<file path="src/rtl/uart_tx.sv">
// uart_tx: byte-wide transmit FIFO feeding an 8-bit LSB-first UART shifter.
// Build macro UART_TX_PARITY_EN adds an even-parity bit between the data and
// stop bits (8E1, 11-bit frame); without it the frame is 8N1 (10 bits).
//
// Handshake: a byte is taken on every rising edge of i_clk where i_valid and
// o_ready are both high and i_rst is low. o_ready depends only on the
// registered FIFO count, so it never combinationally depends on i_valid.
// Once i_valid is raised, i_data must stay stable until the accepting edge.
//
// o_state exposes the shifter FSM encoding for debug and checker binding:
// 0=IDLE 1=START 2=DATA 3=STOP 4=PARITY.
module uart_tx #(
    parameter int CLK_DIV    = 217,
    parameter int FIFO_DEPTH = 16
) (
    input  logic       i_clk,
    input  logic       i_rst,
    input  logic [7:0] i_data,
    input  logic       i_valid,
    output logic       o_ready,
    output logic       o_tx,
    output logic       o_busy,
    output logic [2:0] o_state
);

    localparam int CNT_W = $clog2(CLK_DIV);
    localparam int AW    = $clog2(FIFO_DEPTH);
    localparam logic [CNT_W-1:0] CNT_LAST = CNT_W'(CLK_DIV - 1);
    localparam logic [AW:0]      FULL_CNT = (AW+1)'(FIFO_DEPTH);

    typedef enum logic [2:0] {
        IDLE   = 3'd0,
        START  = 3'd1,
        DATA   = 3'd2,
        STOP   = 3'd3
`ifdef UART_TX_PARITY_EN
        ,
        PARITY = 3'd4
`endif
    } state_t;

    // FIFO storage and bookkeeping
    logic [7:0]    mem [FIFO_DEPTH];
    logic [AW-1:0] wr_ptr;
    logic [AW-1:0] rd_ptr;
    logic [AW:0]   count;
    logic          push;
    logic          pop;
    logic          fifo_ne;

    // Shifter state
    state_t         state;
    state_t         state_n;
    logic [CNT_W-1:0] div_cnt;
    logic           bit_done;
    logic [2:0]     bit_idx;
    logic [7:0]     data_q;
    logic           tx_bit;
    logic           tx_q;

    // A full FIFO refuses a push even when a pop happens on the same edge.
    assign o_ready  = (count < FULL_CNT);
    assign push     = i_valid && o_ready && !i_rst;
    assign fifo_ne  = (count != '0);
    assign bit_done = (div_cnt == CNT_LAST);

    // FIFO write port; contents need no reset because the pointers define validity.
    always_ff @(posedge i_clk) begin
        if (push) begin
            mem[wr_ptr] <= i_data;
        end
    end

    // FIFO pointers wrap naturally modulo the power-of-two depth; count tracks occupancy.
    always_ff @(posedge i_clk) begin
        if (i_rst) begin
            wr_ptr <= '0;
            rd_ptr <= '0;
            count  <= '0;
        end else begin
            if (push) wr_ptr <= wr_ptr + 1'b1;
            if (pop)  rd_ptr <= rd_ptr + 1'b1;
            case ({push, pop})
                2'b10:   count <= count + 1'b1;
                2'b01:   count <= count - 1'b1;
                default: count <= count;
            endcase
        end
    end

    // FSM state, bit-period counter, data-bit index and the byte being sent.
    always_ff @(posedge i_clk) begin
        if (i_rst) begin
            state   <= IDLE;
            div_cnt <= '0;
            bit_idx <= '0;
            data_q  <= '0;
        end else begin
            state <= state_n;
            if (pop) data_q <= mem[rd_ptr];
            // Counter runs only inside a frame and reloads on every bit boundary.
            if (state == IDLE || bit_done) div_cnt <= '0;
            else                           div_cnt <= div_cnt + 1'b1;
            if (state != DATA)  bit_idx <= '0;
            else if (bit_done)  bit_idx <= bit_idx + 1'b1;
        end
    end

    // Next-state, pop request and the line level for the current bit.
    always_comb begin
        state_n = state;
        pop     = 1'b0;
        tx_bit  = 1'b1;
        case (state)
            IDLE: begin
                if (fifo_ne) begin
                    pop     = 1'b1;
                    state_n = START;
                end
            end
            START: begin
                tx_bit = 1'b0;
                if (bit_done) state_n = DATA;
            end
            DATA: begin
                tx_bit = data_q[bit_idx];
                if (bit_done && bit_idx == 3'd7) begin
`ifdef UART_TX_PARITY_EN
                    state_n = PARITY;
`else
                    state_n = STOP;
`endif
                end
            end
`ifdef UART_TX_PARITY_EN
            PARITY: begin
                tx_bit = ^data_q;
                if (bit_done) state_n = STOP;
            end
`endif
            STOP: begin
                tx_bit = 1'b1;
                // Chain straight into the next frame when a byte is waiting.
                if (bit_done) begin
                    if (fifo_ne) begin
                        pop     = 1'b1;
                        state_n = START;
                    end else begin
                        state_n = IDLE;
                    end
                end
            end
            default: state_n = IDLE;
        endcase
    end

    // Line driver flop: the line lags the FSM by one cycle, and reset forces it idle-high.
    always_ff @(posedge i_clk) begin
        if (i_rst) tx_q <= 1'b1;
        else       tx_q <= tx_bit;
    end

    assign o_tx    = tx_q;
    assign o_busy  = (state != IDLE) || fifo_ne;
    assign o_state = state;

endmodule

</file>
<file path="config.mk">
export PLATFORM = sky130hd
export DESIGN_NAME = uart_tx
export DESIGN_NICKNAME = d
export VERILOG_FILES = /design/src/rtl/uart_tx.sv
export SDC_FILE = /design/constraint.sdc
export NUM_CORES = 1
export LEC_CHECK = 0
export BUFFER_PORTS_ARGS = -buffer_cell sky130_fd_sc_hd__buf_2
export CAP_MARGIN = 20
export CORE_ASPECT_RATIO = 1.5
export CORE_MARGIN = 3
export CORE_UTILIZATION = 35
export DETAILED_ROUTE_END_ITERATION = 16
export PLACE_DENSITY = 0.46
export RECOVER_POWER = 100
export SETUP_SLACK_MARGIN = 0.15
export SYNTH_ARGS = -nofsm -noshare
export SYNTH_HDL_FRONTEND = slang
export SYNTH_SLANG_ARGS = --single-unit
</file>
<file path="constraint.sdc">
create_clock -name i_clk -period 3.4 [get_ports i_clk]
set_input_delay 0.34 -clock i_clk [delete_from_list [all_inputs] [get_ports i_clk]]
set_output_delay 0.34 -clock i_clk [all_outputs]
set_load 0.02 [all_outputs]
</file>
=== Word-level counts from Yosys, hierarchy flattened ===
Memories as Yosys holds them, arrays and structs flattened. A register that Yosys moved wholly into a read port is not among the register bits.
Index checks and enable logic that the tools add are counted.

* Mux-type cells: 15
* Equal/unequal tests: 12
* $lt $le $gt $ge: 2
* Reduce and logical (&&, ||, !) cells: 13
* $add $sub $neg: 6

{| class="wikitable"
|+ Operator list
! kind !! number
|-
| 3-bit two-way mux || 4
|-
| 3-bit case mux with 4 select lines || 1
|-
| 5-bit case mux with 2 select lines || 1
|-
| 4-bit by 1-bit adder with 4-bit output, second input constant || 2
|-
| 8-bit by 1-bit adder with 8-bit output, second input constant || 1
|-
| 8-bit == test, second input constant || 1
|-
| 2-bit inequality test, second input constant || 4
|-
| 3-bit by 2-bit == test with 1-bit output, second input constant || 2
|-
| 1-bit two-way mux || 6
|-
| 5-bit by 1-bit adder with 5-bit output, second input constant || 1
|-
| 5-bit less-than comparator, second input constant || 1
|-
| 5-bit nonzero test || 1
|-
| 5-bit by 1-bit subtractor with 5-bit output, second input constant || 1
|-
| 3-bit by 4-bit less-than comparator with 1-bit output, second input constant || 1
|-
| 1-bit case mux with 2 select lines || 2
|-
| 4-bit AND reduction || 1
|-
| 2-bit OR reduction || 2
|-
| 3-bit by 1-bit adder with 3-bit output, second input constant || 1
|-
| 1-bit binary-select mux with 3-bit select || 1
|-
| 3-bit by 1-bit == test with 1-bit output, second input constant || 1
|-
| 3-bit == test, second input constant || 1
|-
| 1-bit logical AND || 3
|-
| 3-bit zero test || 1
|-
| 3-bit by 2-bit inequality test with 1-bit output, second input constant || 1
|-
| other kinds (6) || 7
|}

* Memory bits (writable): 128
* Word-level logic and storage cells: 56
* Bits in registers: 28
* Memories kept: 1
* Output and inout bits: 6

{| class="wikitable"
|+ Memory list
! name !! words !! bits a word !! read ports !! clocked after Yosys merged registers in !! write ports !! RTL line !! text
|-
| mem || 16 || 8 || 1 || 1 || 1 || 43 || <nowiki>logic [7:0] mem [FIFO_DEPTH];</nowiki>
|}

=== Logic depth before layout (Yosys ltp) ===
Gate-level depths: netlist (run 1).

* Depth after elaboration: 6
* Gate-level depth with buffers: 16

=== Worst setup path before layout (run 1) ===
No wires, ideal clock.

* Path type: reg2reg
* Start: reg state[0], in the netlist o_state[0]
* End: reg count[4]
* Path buffers: 2
* Cell stages (with the launch flop): 15
* Arrival: 3.172 ns
* Path slack: 0.158 ns
* Period minus slack after synthesis: 3.242 ns
* Cells stage by stage: dfxtp_1 -> inv_1 -> ha_1 -> or3_1 -> buf_2 -> inv_2 -> buf_6 -> ha_1 -> inv_1 -> fa_1 -> nor2b_1 -> o21ai_0 -> and3_1 -> or4_1 -> a21oi_1

* Word-level cells in the longest chain between the ends: 4

{| class="wikitable"
|+ Ends and longest elaborated chain
! element !! RTL line !! text
|-
| start: declaration || 52 || <nowiki>state_t state;</nowiki>
|-
| start signal: assignment || 99 || <nowiki>state <= state_n;</nowiki>
|-
| 3-bit by 2-bit == test with 1-bit output / 3-bit zero test (equally long branches) || 114 || <nowiki>case (state)</nowiki>
|-
| 1-bit case mux with 2 select lines * || 114 ||
|-
| via pop || 48 || <nowiki>logic pop;</nowiki>
|-
| 2-bit by 1-bit == test with 1-bit output / 2-bit == test (equally long branches) || 83 || <nowiki>case ({push, pop})</nowiki>
|-
| 5-bit case mux with 2 select lines / 2-bit nonzero test (equally long branches) || -- ||
|-
| end signal: assignment || 84 || <nowiki>2'b10: count <= count + 1'b1;</nowiki>
|-
| end signal: assignment || 85 || <nowiki>2'b01: count <= count - 1'b1;</nowiki>
|-
| end signal: assignment || 86 || <nowiki>default: count <= count;</nowiki>
|-
| end: declaration || 46 || <nowiki>logic [AW:0] count;</nowiki>
|}

Mark *: on every way through the listed nets, which the timed path passes. The rest lies on a longest branch.
A chain may end at the register's enable or synchronous reset.

=== Worst setup path in the final report (run 1) ===
* Start: reg div_cnt[1]
* End: reg count[4]

* Word-level cells in the longest chain between the ends: 5

{| class="wikitable"
|+ Ends and longest elaborated chain
! element !! RTL line !! text
|-
| start: declaration || 54 || <nowiki>logic [CNT_W-1:0] div_cnt;</nowiki>
|-
| start signal: assignment || 103 || <nowiki>else div_cnt <= div_cnt + 1'b1;</nowiki>
|-
| 8-bit == test * || 65 || <nowiki>assign bit_done = (div_cnt == CNT_LAST);</nowiki>
|-
| 1-bit two-way mux * || 144 || <nowiki>if (bit_done) begin</nowiki>
|-
| 1-bit case mux with 2 select lines * || 114 ||
|-
| 2-bit by 1-bit == test with 1-bit output / 2-bit == test (equally long branches) || 83 ||
|-
| 5-bit case mux with 2 select lines / 2-bit nonzero test (equally long branches) || -- ||
|}

Every way passes the cells marked *; elsewhere a longest branch is shown, timed or not.

==> results of run 1 <==
==> synth_stat cells, drive strengths merged <==
master,count
a21o,1
a21oi,12
a221oi,1
a22oi,16
a31oi,1
and2,2
and3,4
and3b,1
and4b,1
buf,10
clkbuf,12
conb,1
dfxtp,35
edfxtp,128
fa,1
ha,17
inv,15
mux2i,11
mux4,34
nand2,23
nand2b,5
nand3,6
nand4,1
nor2,42
nor2b,4
nor3,5
nor3b,1
nor4b,1
o21ai,3
o31ai,2
or2,1
or3,3
or4,2
xnor2,6
xor2,8
==> critical path, stage by stage (launching register included) <==
cell and delay [ns]:
dfxtp_1 0.35, inv_1 0.07, ha_1 0.12, and4b_1 0.25
a31oi_1 0.14, or3_4 0.39, inv_1 0.12, ha_4 0.16
inv_1 0.07, fa_1 0.39, nor2b_1 0.17, o21ai_1 0.09
and3_1 0.19, or4_1 0.39, a21oi_1 0.14
==> routing by layer <==
| layer | share of wire | global-route usage | vias up |
|---|---|---|---|
| met2 | 0.56 | 0.247 | 39 |
| li1 | - | - | 1642 |
| met4 | 0.013 | 0.0536 | 0 |
| met3 | 0.022 | 0.0278 | 11 |
| met5 | 0 | 0 | - |
| met1 | 0.40 | 0.152 | 1791 |
==> repair_timing <==
item                                    4_1_cts  5_1_grt
endpoints found under the setup margin        1        1
resized for setup                             1        5
buffers inserted                              0        1
==> stage by stage <==
| stage | utilization | instance area (µm²) | hold WS, ns |
|---|---|---|---|
| 6_report | 0.411 | 7650 | 0.382 |
| 5_1_grt | 0.411 | 7650 | 0.407 |
| 2_1_floorplan | - | 6650 | 0.433 |
| 3_5_place_dp | 0.383 | 7130 | 0.453 |
| 3_3_place_gp | 0.383 | 7130 | 0.448 |
| 4_1_cts | 0.415 | 7740 | 0.271 |
==> cells by family (layout without fill, tap and decap cells) <==
kind of cell	count (synthesis)	after routing
other	1	1
DFF	163	163
and+or+nand+nor	102	102
buffers and inverters	37	86
AOI/OAI and AO/OA	36	36
adders and majority gates	18	18
muxes	45	45
xor gates and xnor gates	14	14
==> worst min-delay path by stage <==
stage | cells past startpoint | slack [ns] | to
after global placement | 2 | 0.45 | data_q[2]$_SDFFE_PP0P_
after global routing | 2 | 0.41 | rd_ptr[0]$_SDFFE_PP0P_
final | 2 | 0.38 | rd_ptr[2]$_SDFFE_PP0P_
after detailed placement | 2 | 0.45 | data_q[0]$_SDFFE_PP0P_
after CTS | 1 | 0.27 | mem[14][6]$_DFFE_PP_
after floorplan | 2 | 0.43 | data_q[7]$_SDFFE_PP0P_
==> area by class of cell <==
type	count	area [µm²]	share of cell area
Multi-Input combinational cell	216	1960	0.256
Inverter	15	56.3	0.00736
Timing Repair Buffer	39	166	0.0217
Sequential cell	163	4550	0.594
Clock buffer	17	425	0.0556
Tap cell	252	315	0.0412
Clock inverter	15	183	0.0239
==> registers in the layout, summed over array words and instances (netlist names) <==
register and count:
bit_idx 3, rd_ptr 4, data_q 8, o_state 2
mem 128, o_tx 1, count 5, wr_ptr 4
div_cnt 8
==> power groups by stage <==
stage                     clock, mW  sequential, mW  combinational [mW]
final                          1.94            2.38                1.22
after CTS                      1.99            2.39                1.24
after floorplan                   0            2.39               0.928
after global placement            0            2.42                1.21
after global routing           2.07            2.40                1.37
after detailed placement          0            2.43                1.23
==> impl_metrics.py, run 1 <==
metrics = {
    "synthesis": {
        "synth_fa_ha_area_frac": 0.0350,
        "synth_top_family_by_area": "multiplexers",
        "synth_simple_gate_area_frac": 0.0724,
        "yosysUniqueCellTypes": 40,
        "synth-xor-area-share": 0.0184,
        "yosys_register_bits": 163,
        "ys_warn_count": 0,
        "synth_top_cell_by_area": "edfxtp_1",
        "syn_area_um2": 6650,
        "synth_top_cells_by_area": "edfxtp_1, mux4_2, dfxtp_1",
        "syn_nets": 445,
        "synth_compound_area_frac": 0.0350,
        "seq_area_frac_synth": 0.683,
        "synth_area_per_cell_um2": 16.0,
        "synth_cells": 416,
        "synth.top_cell.area_share": 0.578,
        "synth.area.mux_share": 0.132,
    },
    "cells_and_area": {
        "nets": 481,
        "drive_gt1_frac": 0.168,
        "diodes": 0,
        "fin_cells": 717,
        "layout_common_cells": "edfxtp_1, nor2_1, mux4_2, dfxtp_1, clkbuf_1",
        "layout_commonest_cell": "edfxtp_1",
        "fillers": 1779,
        "area_growth_syn_to_layout_pct": 15.1,
    },
    "floorplanning": {
        "initial_core_util": 0.357,
        "rows": 61,
        "core_um2": 18600,
        "die_w_um": 119,
        "die-area_um2": 20700,
        "die_h_um": 175,
        "io_pins": 17,
    },
    "sta": {
        "clock_skew_ns": 0.0117,
        "drv_slew": 0,
        "setup_violations": 0,
        "rsz0062_at_grt": "false",
        "fin_crit_ns": 3.11,
        "finalSetupTns_ns": 0,
        "clock.fmax_ghz": 0.322,
        "maxSlewHeadroom": 0.425,
        "min_period_over_period": 0.914,
        "hold_viol": 0,
        "worst_slew_pin_slew_ns": 0.861,
        "fin_ws_ns": 0.292,
    },
    "clock_tree": {
        "cts_made_buffers": 17,
        "clock_sink_count": 163,
        "worstSkewPairLatency_ns": 0.43,
        "cts.path.max_buffers": 2,
        "cts_tree": "built",
        "clk_pin_slew_worst_paths_ns": 0.07,
        "root_buffer": "clkbuf_16",
        "hold_buffers": 0,
        "h-tree-depth": 4,
    },
    "pwr": {
        "p_per_area_nw_per_um2": 724,
        "p_sw_mw": 1.66,
        "fin_total_pwr_mw": 5.54,
        "clkPwrFrac": 0.350,
        "p_leak_nw": 2.48,
        "comb_power_share": 0.220,
        "pwr-share-seq": 0.430,
        "peakVddDrop_mv": 0.332,
        "power.internal_mw": 3.88,
        "swShare": 0.300,
    },
    "routing": {
        "ant_nets": 0,
        "wl_mm": 13.0,
        "num_vias": 3483,
        "via_per_inst": 4.86,
        "drc": 0,
        "wl_per_cell_um": 18.2,
        "drt-initial-drc-count": 165,
        "drtPass1Iterations": 4,
    },
    "job": {
        "cap_violations": 0,
    },
    "grt": {
        "grt_usage": 0.135,
        "grt_overflow": 0,
        "grt_antenna_before_repair": 0,
        "grt_max_degree": 35,
        "grt_pass1_wl_mm": 21.0,
        "grt_pass1_vias": 3749,
    },
    "placement": {
        "hpwl_mm": 8.90,
        "place.gp.congestion": 0.760,
        "dpl_worst_slack_ns": 0.153,
        "io_buffers": 15,
        "dp_cells": 684,
    },
    "critical_path": {
        "ff2ff_path_depth": 14,
        "reg2reg_from": "div_cnt[1]$_SDFF_PP0_",
        "critPathMaxFanout": 5,
        "worstSetupEndpointType": "register",
        "setup.worst_path.end": "count[4]$_SDFFE_PP0P_",
        "cp-startpoint": "div_cnt[1]$_SDFF_PP0_",
        "start_kind": "register",
        "reg2reg_to": "count[4]$_SDFFE_PP0P_",
        "worstPathArrival_ns": 3.47,
        "required_ns": 3.76,
        "critical_path_class": "reg2reg",
        "reg2reg_slack_ns": 0.29,
    },
    "outcome": {
        "status": "completed",
    },
    "hold_path": {
        "hp-start": "i_rst",
        "hold_path_class": "in2reg",
    },
}
(Power assumes the default switching activity.)
==> run 2: changes to the inputs <==
- CELL_PAD_IN_SITES_DETAIL_PLACEMENT: default -> 1
- CELL_PAD_IN_SITES_GLOBAL_PLACEMENT: default -> 2
- CTS_CLUSTER_SIZE: default -> 30
- PLACE_DENSITY: 0.46 -> 0.58
- SKIP_LAST_GASP: default -> 1
==> impl_metrics.py, run 2 (synthesized netlist as in run 1, its figures left out) <==
metrics = {
    "floorplanning": {
        "rows": 61,
        "io_pins": 17,
        "die_h_um": 175,
        "core_um2": 18600,
        "die-area_um2": 20700,
        "die_w_um": 119,
        "initial_core_util": 0.357,
    },
    "critical_path": {
        "critPathSlowestCell": "or3_1",
        "worstSetupEndpointType": "register",
        "cp_top_family": "simple AND/OR/NAND/NOR gates",
        "ff2ff_path_depth": 14,
        "slowest_delay_ns": 0.42,
        "critPathMaxFanout": 6,
        "reg2reg_from": "div_cnt[0]$_SDFF_PP0_",
        "start_kind": "register",
        "required_ns": 3.75,
        "reg2reg_slack_ns": 0.29,
        "worstPathArrival_ns": 3.45,
        "critPathBufInv": 3,
        "crit_top_cell": "inv_1",
        "critical_path_class": "reg2reg",
        "path_cells": "inv_1 -> ha_1 -> and4b_2 -> a31oi_2 -> or3_1 -> inv_2 -> ha_4 -> inv_1 -> fa_2 -> nor2b_2 -> o21ai_0 -> and3_1 -> or4_1 -> a21oi_1",
        "reg2reg_to": "count[4]$_SDFFE_PP0P_",
    },
    "clock_tree": {
        "clk_pin_slew_worst_paths_ns": 0.07,
        "h-tree-depth": 4,
        "cts_made_buffers": 17,
        "cts_tree": "built",
        "clock_sink_count": 163,
        "worstSkewPairLatency_ns": 0.42,
        "root_buffer": "clkbuf_16",
        "cts.path.max_buffers": 2,
    },
    "sta": {
        "min_period_over_period": 0.913,
        "drv_slew": 0,
        "fin_crit_ns": 3.11,
        "finalSetupTns_ns": 0,
        "maxSlewHeadroom": 0.520,
        "clock.fmax_ghz": 0.322,
        "hold_viol": 0,
        "worst_slew_pin_slew_ns": 0.718,
        "setup_violations": 0,
        "clock_skew_ns": 0.00991,
        "hold_ws_ns": 0.410,
        "rsz0062_at_grt": "false",
    },
    "pwr": {
        "p_leak_nw": 2.47,
        "peakVddDrop_mv": 0.355,
        "p_sw_mw": 1.62,
        "power.internal_mw": 3.85,
        "pwr-share-seq": 0.437,
        "swShare": 0.296,
        "comb_power_share": 0.225,
        "p_per_area_nw_per_um2": 715,
        "clkPwrFrac": 0.338,
    },
    "hold_path": {
        "holdPathStages": 3,
        "hold_path_class": "in2reg",
        "hp-start": "i_rst",
        "hold_end": "data_q[5]$_SDFFE_PP0P_",
    },
    "outcome": {
        "status": "completed",
    },
    "cells_and_area": {
        "top_register": "mem",
        "final_util": 0.410,
        "top_regs": "mem: 128 flops, data_q: 8 flops, div_cnt: 8 flops",
        "fin_cells": 720,
        "layout_commonest_cell": "edfxtp_1",
        "drive_gt1_frac": 0.177,
        "layout_common_cells": "edfxtp_1, nor2_1, mux4_2, dfxtp_1, clkbuf_1",
        "nets": 484,
        "largest_reg_flops": 128,
        "area_growth_syn_to_layout_pct": 14.9,
        "diodes": 0,
    },
    "job": {
        "cap_violations": 0,
    },
    "grt": {
        "grt_pass1_wl_mm": 22.1,
        "grt_pass1_vias": 3891,
        "grt_max_degree": 35,
        "grt_antenna_before_repair": 0,
        "grt_usage": 0.141,
        "grt_overflow": 0,
    },
    "routing": {
        "ant_nets": 0,
        "drc": 0,
        "via_per_inst": 4.91,
        "drtPass1Iterations": 4,
        "wl_mm": 13.8,
        "num_vias": 3534,
        "drt-initial-drc-count": 182,
        "wl_per_cell_um": 19.1,
    },
    "placement": {
        "place.gp.congestion": 0.688,
        "io_buffers": 15,
        "hpwl_mm": 9.58,
        "dp_cells": 686,
    },
}
run 2: cell count changes in the layout (fill, tap and decap cells not counted), moves of 2 or more:
| cell | previous run | this run |
|---|---|---|
| buf_4 | 3 | 7 |
| clkbuf_1 | 31 | 33 |
| clkinv_8 | 2 | 0 |
| clkinvlp_4 | 0 | 2 |
| inv_8 | 6 | 2 |
run 2: worst max-delay path by stage:
stage	from	end	cells after the start
after global placement	div_cnt[0]$_SDFF_PP0_	count[4]$_SDFFE_PP0P_	14
final	div_cnt[0]$_SDFF_PP0_	count[4]$_SDFFE_PP0P_	14
after detailed placement	div_cnt[0]$_SDFF_PP0_	count[4]$_SDFFE_PP0P_	14
after global routing	div_cnt[0]$_SDFF_PP0_	count[4]$_SDFFE_PP0P_	14
after CTS	div_cnt[1]$_SDFF_PP0_	count[4]$_SDFFE_PP0P_	14
after floorplan	o_state[0]$_SDFFE_PP0P_	count[4]$_SDFFE_PP0P_	14
run 2: area by class of cell:
cell class	count	area (µm²)
Clock buffer	18	429
Clock inverter	14	143
Fill cell	1917	11000
Inverter	15	56.3
Multi-Input combinational cell	216	1970
Sequential cell	163	4550
Tap cell	252	315
Timing Repair Buffer	42	188
run 2: timing repair:
item | CTS | global route
pin swaps | 1 | 0
setup buffers | 2 | 0
setup endpoints to repair | 1 | 1
resized for setup | 5 | 3
gates cloned | 0 | 0
hold buffers | 0 | 0
run 2: metrics by stage:
step | setup slack (ns) | total power, mW | area (µm²)
after global routing | 0.0866 | 5.80 | 7640
after CTS | 0.161 | 5.58 | 7730
final | 0.294 | 5.46 | 7640
after global placement | 0.249 | 3.65 | 7130
after detailed placement | 0.0795 | 3.68 | 7130
after floorplan | 0.158 | 3.32 | 6650
run 2: worst min-delay path: cells and delay by family:
kind          cells  cell delay (ns)
buf+inv           2             0.32
simple gates      1             0.12
run 2: power by group through the flow:
| stage | clock network, mW | logic (mW) | registers [mW] |
|---|---|---|---|
| 4_1_cts | 1.91 | 1.28 | 2.39 |
| 6_report | 1.85 | 1.23 | 2.39 |
| 3_3_place_gp | 0 | 1.22 | 2.43 |
| 2_1_floorplan | 0 | 0.928 | 2.39 |
| 3_5_place_dp | 0 | 1.25 | 2.44 |
| 5_1_grt | 2.00 | 1.39 | 2.41 |
run 2: routing by layer:
| metal | up-vias | global-route usage | routed length [µm] |
|---|---|---|---|
| met4 | 0 | 0.0420 | 134 |
| met2 | 44 | 0.261 | 7650 |
| li1 | 1644 | - | - |
| met1 | 1838 | 0.161 | 5570 |
| met5 | - | 0 | 0 |
| met3 | 8 | 0.0317 | 391 |
==> run 3: changes to the inputs <==
- CORE_ASPECT_RATIO: 1.5 -> 0.7
- CTS_BUF_LIST: default -> sky130_fd_sc_hd__clkbuf_4 sky130_fd_sc_hd__clkbuf_8
==> impl_metrics.py, run 3 (synthesized netlist as in run 1, its figures left out) <==
metrics = {
    "outcome": {
        "status": "completed",
    },
    "routing": {
        "via_per_inst": 5.02,
        "num_vias": 3532,
        "drtPass1Iterations": 4,
        "wl_per_cell_um": 20.6,
        "drc": 0,
        "drt-initial-drc-count": 219,
        "ant_nets": 0,
        "wl_mm": 14.5,
    },
    "pwr": {
        "p_leak_nw": 2.39,
        "peakVddDrop_mv": 0.206,
        "p_per_area_nw_per_um2": 665,
    },
    "hold_path": {
        "hold_end": "count[4]$_SDFFE_PP0P_",
        "hold_path_class": "in2reg",
        "holdPathStages": 3,
        "hp-start": "i_rst",
    },
    "sta": {
        "min_period_over_period": 0.926,
        "maxSlewHeadroom": 0.474,
        "drv_slew": 0,
        "worst_slew_pin_slew_ns": 0.787,
        "setup_violations": 0,
        "finalSetupTns_ns": 0,
        "fin_ws_ns": 0.251,
        "clock_skew_ns": 0.00895,
        "clock.fmax_ghz": 0.318,
        "rsz0062_at_grt": "false",
        "hold_viol": 0,
        "fin_crit_ns": 3.15,
    },
    "floorplanning": {
        "die_w_um": 171,
        "die_h_um": 121,
        "io_pins": 17,
        "die-area_um2": 20700,
        "initial_core_util": 0.363,
        "core_um2": 18300,
        "rows": 41,
    },
    "placement": {
        "place.gp.congestion": 0.776,
        "hpwl_mm": 9.69,
        "dpl_worst_slack_ns": 0.102,
        "io_buffers": 15,
    },
    "grt": {
        "grt_overflow": 0,
        "grt_antenna_before_repair": 1,
        "grt_usage": 0.150,
        "grt_max_degree": 34,
        "grt_pass1_wl_mm": 22.5,
        "grt_pass1_vias": 3797,
    },
    "critical_path": {
        "start_kind": "register",
        "reg2reg_slack_ns": 0.25,
        "worstPathArrival_ns": 3.54,
        "reg2reg_from": "div_cnt[0]$_SDFF_PP0_",
        "ff2ff_path_depth": 14,
        "critPathMaxFanout": 6,
        "required_ns": 3.79,
        "worstSetupEndpointType": "register",
        "reg2reg_to": "count[4]$_SDFFE_PP0P_",
        "critical_path_class": "reg2reg",
    },
    "cells_and_area": {
        "layout_commonest_cell": "edfxtp_1",
        "area_growth_syn_to_layout_pct": 11.5,
        "diodes": 0,
        "top_register": "mem",
        "drive_gt1_frac": 0.173,
        "largest_reg_flops": 128,
        "nets": 483,
        "layout_common_cells": "edfxtp_1, nor2_1, mux4_2",
        "top_regs": "mem: 128 flops, data_q: 8 flops, div_cnt: 8 flops",
    },
    "clock_tree": {
        "cts_made_buffers": 17,
        "h-tree-depth": 4,
        "root_buffer": "clkbuf_8",
        "cts.path.max_buffers": 2,
        "clock_sink_count": 163,
        "worstSkewPairLatency_ns": 0.45,
        "cts_tree": "built",
        "clk_pin_slew_worst_paths_ns": 0.08,
        "hold_buffers": 0,
    },
    "job": {
        "cap_violations": 0,
    },
}
-- run 3: cell types whose count changed in the layout (fill, tap and decap cells not counted), sizes merged --
cell and delta:
inv -5, buf -2, clkinvlp -2, clkinv -1, clkbuf +10, bufinv -1
-- run 3: how the worst max path moves through the flow --
stage / startpoint / end / slack, ns / cells past startpoint
2_1_floorplan: o_state[0]$_SDFFE_PP0P_ / count[4]$_SDFFE_PP0P_ / 0.16 / 14
3_3_place_gp: div_cnt[0]$_SDFF_PP0_ / count[4]$_SDFFE_PP0P_ / 0.23 / 14
3_5_place_dp: div_cnt[0]$_SDFF_PP0_ / count[4]$_SDFFE_PP0P_ / 0.10 / 14
4_1_cts: div_cnt[0]$_SDFF_PP0_ / count[4]$_SDFFE_PP0P_ / 0.16 / 14
5_1_grt: div_cnt[0]$_SDFF_PP0_ / count[4]$_SDFFE_PP0P_ / 0.09 / 14
6_report: div_cnt[0]$_SDFF_PP0_ / count[4]$_SDFFE_PP0P_ / 0.25 / 14
-- run 3: power by group --
group / internal [mW] / switching (mW) / total [mW]
combinational: 0.541 / 0.720 / 1.26
sequential: 2.27 / 0.0877 / 2.36
clock: 0.639 / 0.670 / 1.31
-- run 3: area by class of cell --
type                       instances  area (µm²)
tap                              236         295
inverter                          15        56.3
clock buffer                      27         340
clock inverter                     5        25.0
timing repair buffer              41         193
sequential                       163        4550
fill                            1861       10900
multi-input combinational        216        1960
-- run 3: per-stage QoR --
step	total power [mW]	cells	utilization	hold slack (ns)	area, µm²
after detailed placement	3.69	667	0.388	0.455	7100
after floorplan	3.32	416	-	0.433	6650
after global routing	5.25	703	0.405	0.378	7420
after CTS	5.02	701	0.409	0.248	7480
after global placement	3.66	667	0.388	0.449	7100
final	4.93	703	0.405	0.361	7420
-- run 3: critical path, stage by stage (launching register included) --
cell	delay (ns)
dfxtp_1	0.36
inv_1	0.08
ha_1	0.15
and4b_1	0.28
a31oi_1	0.15
or3_1	0.40
inv_2	0.09
ha_4	0.15
inv_1	0.07
fa_2	0.34
nor2b_1	0.17
o21ai_1	0.09
and3_1	0.20
or4_1	0.42
a21oi_2	0.14
-- run 3: metal layers --
| layer | global-route usage | wire, µm | part of all wire |
|---|---|---|---|
| met2 | 0.213 | 6240 | 0.43 |
| met3 | 0.0332 | 1110 | 0.077 |
| met4 | 0.0547 | 192 | 0.013 |
| met5 | 0 | 16 | 0.0011 |
| met1 | 0.225 | 6950 | 0.48 |
-- run 3: timing repair --
action                     in CTS  in global routing
setup buffers                   2                  2
pin swaps                       1                  1
setup endpoints to repair       1                  1
resized for setup               3                  7
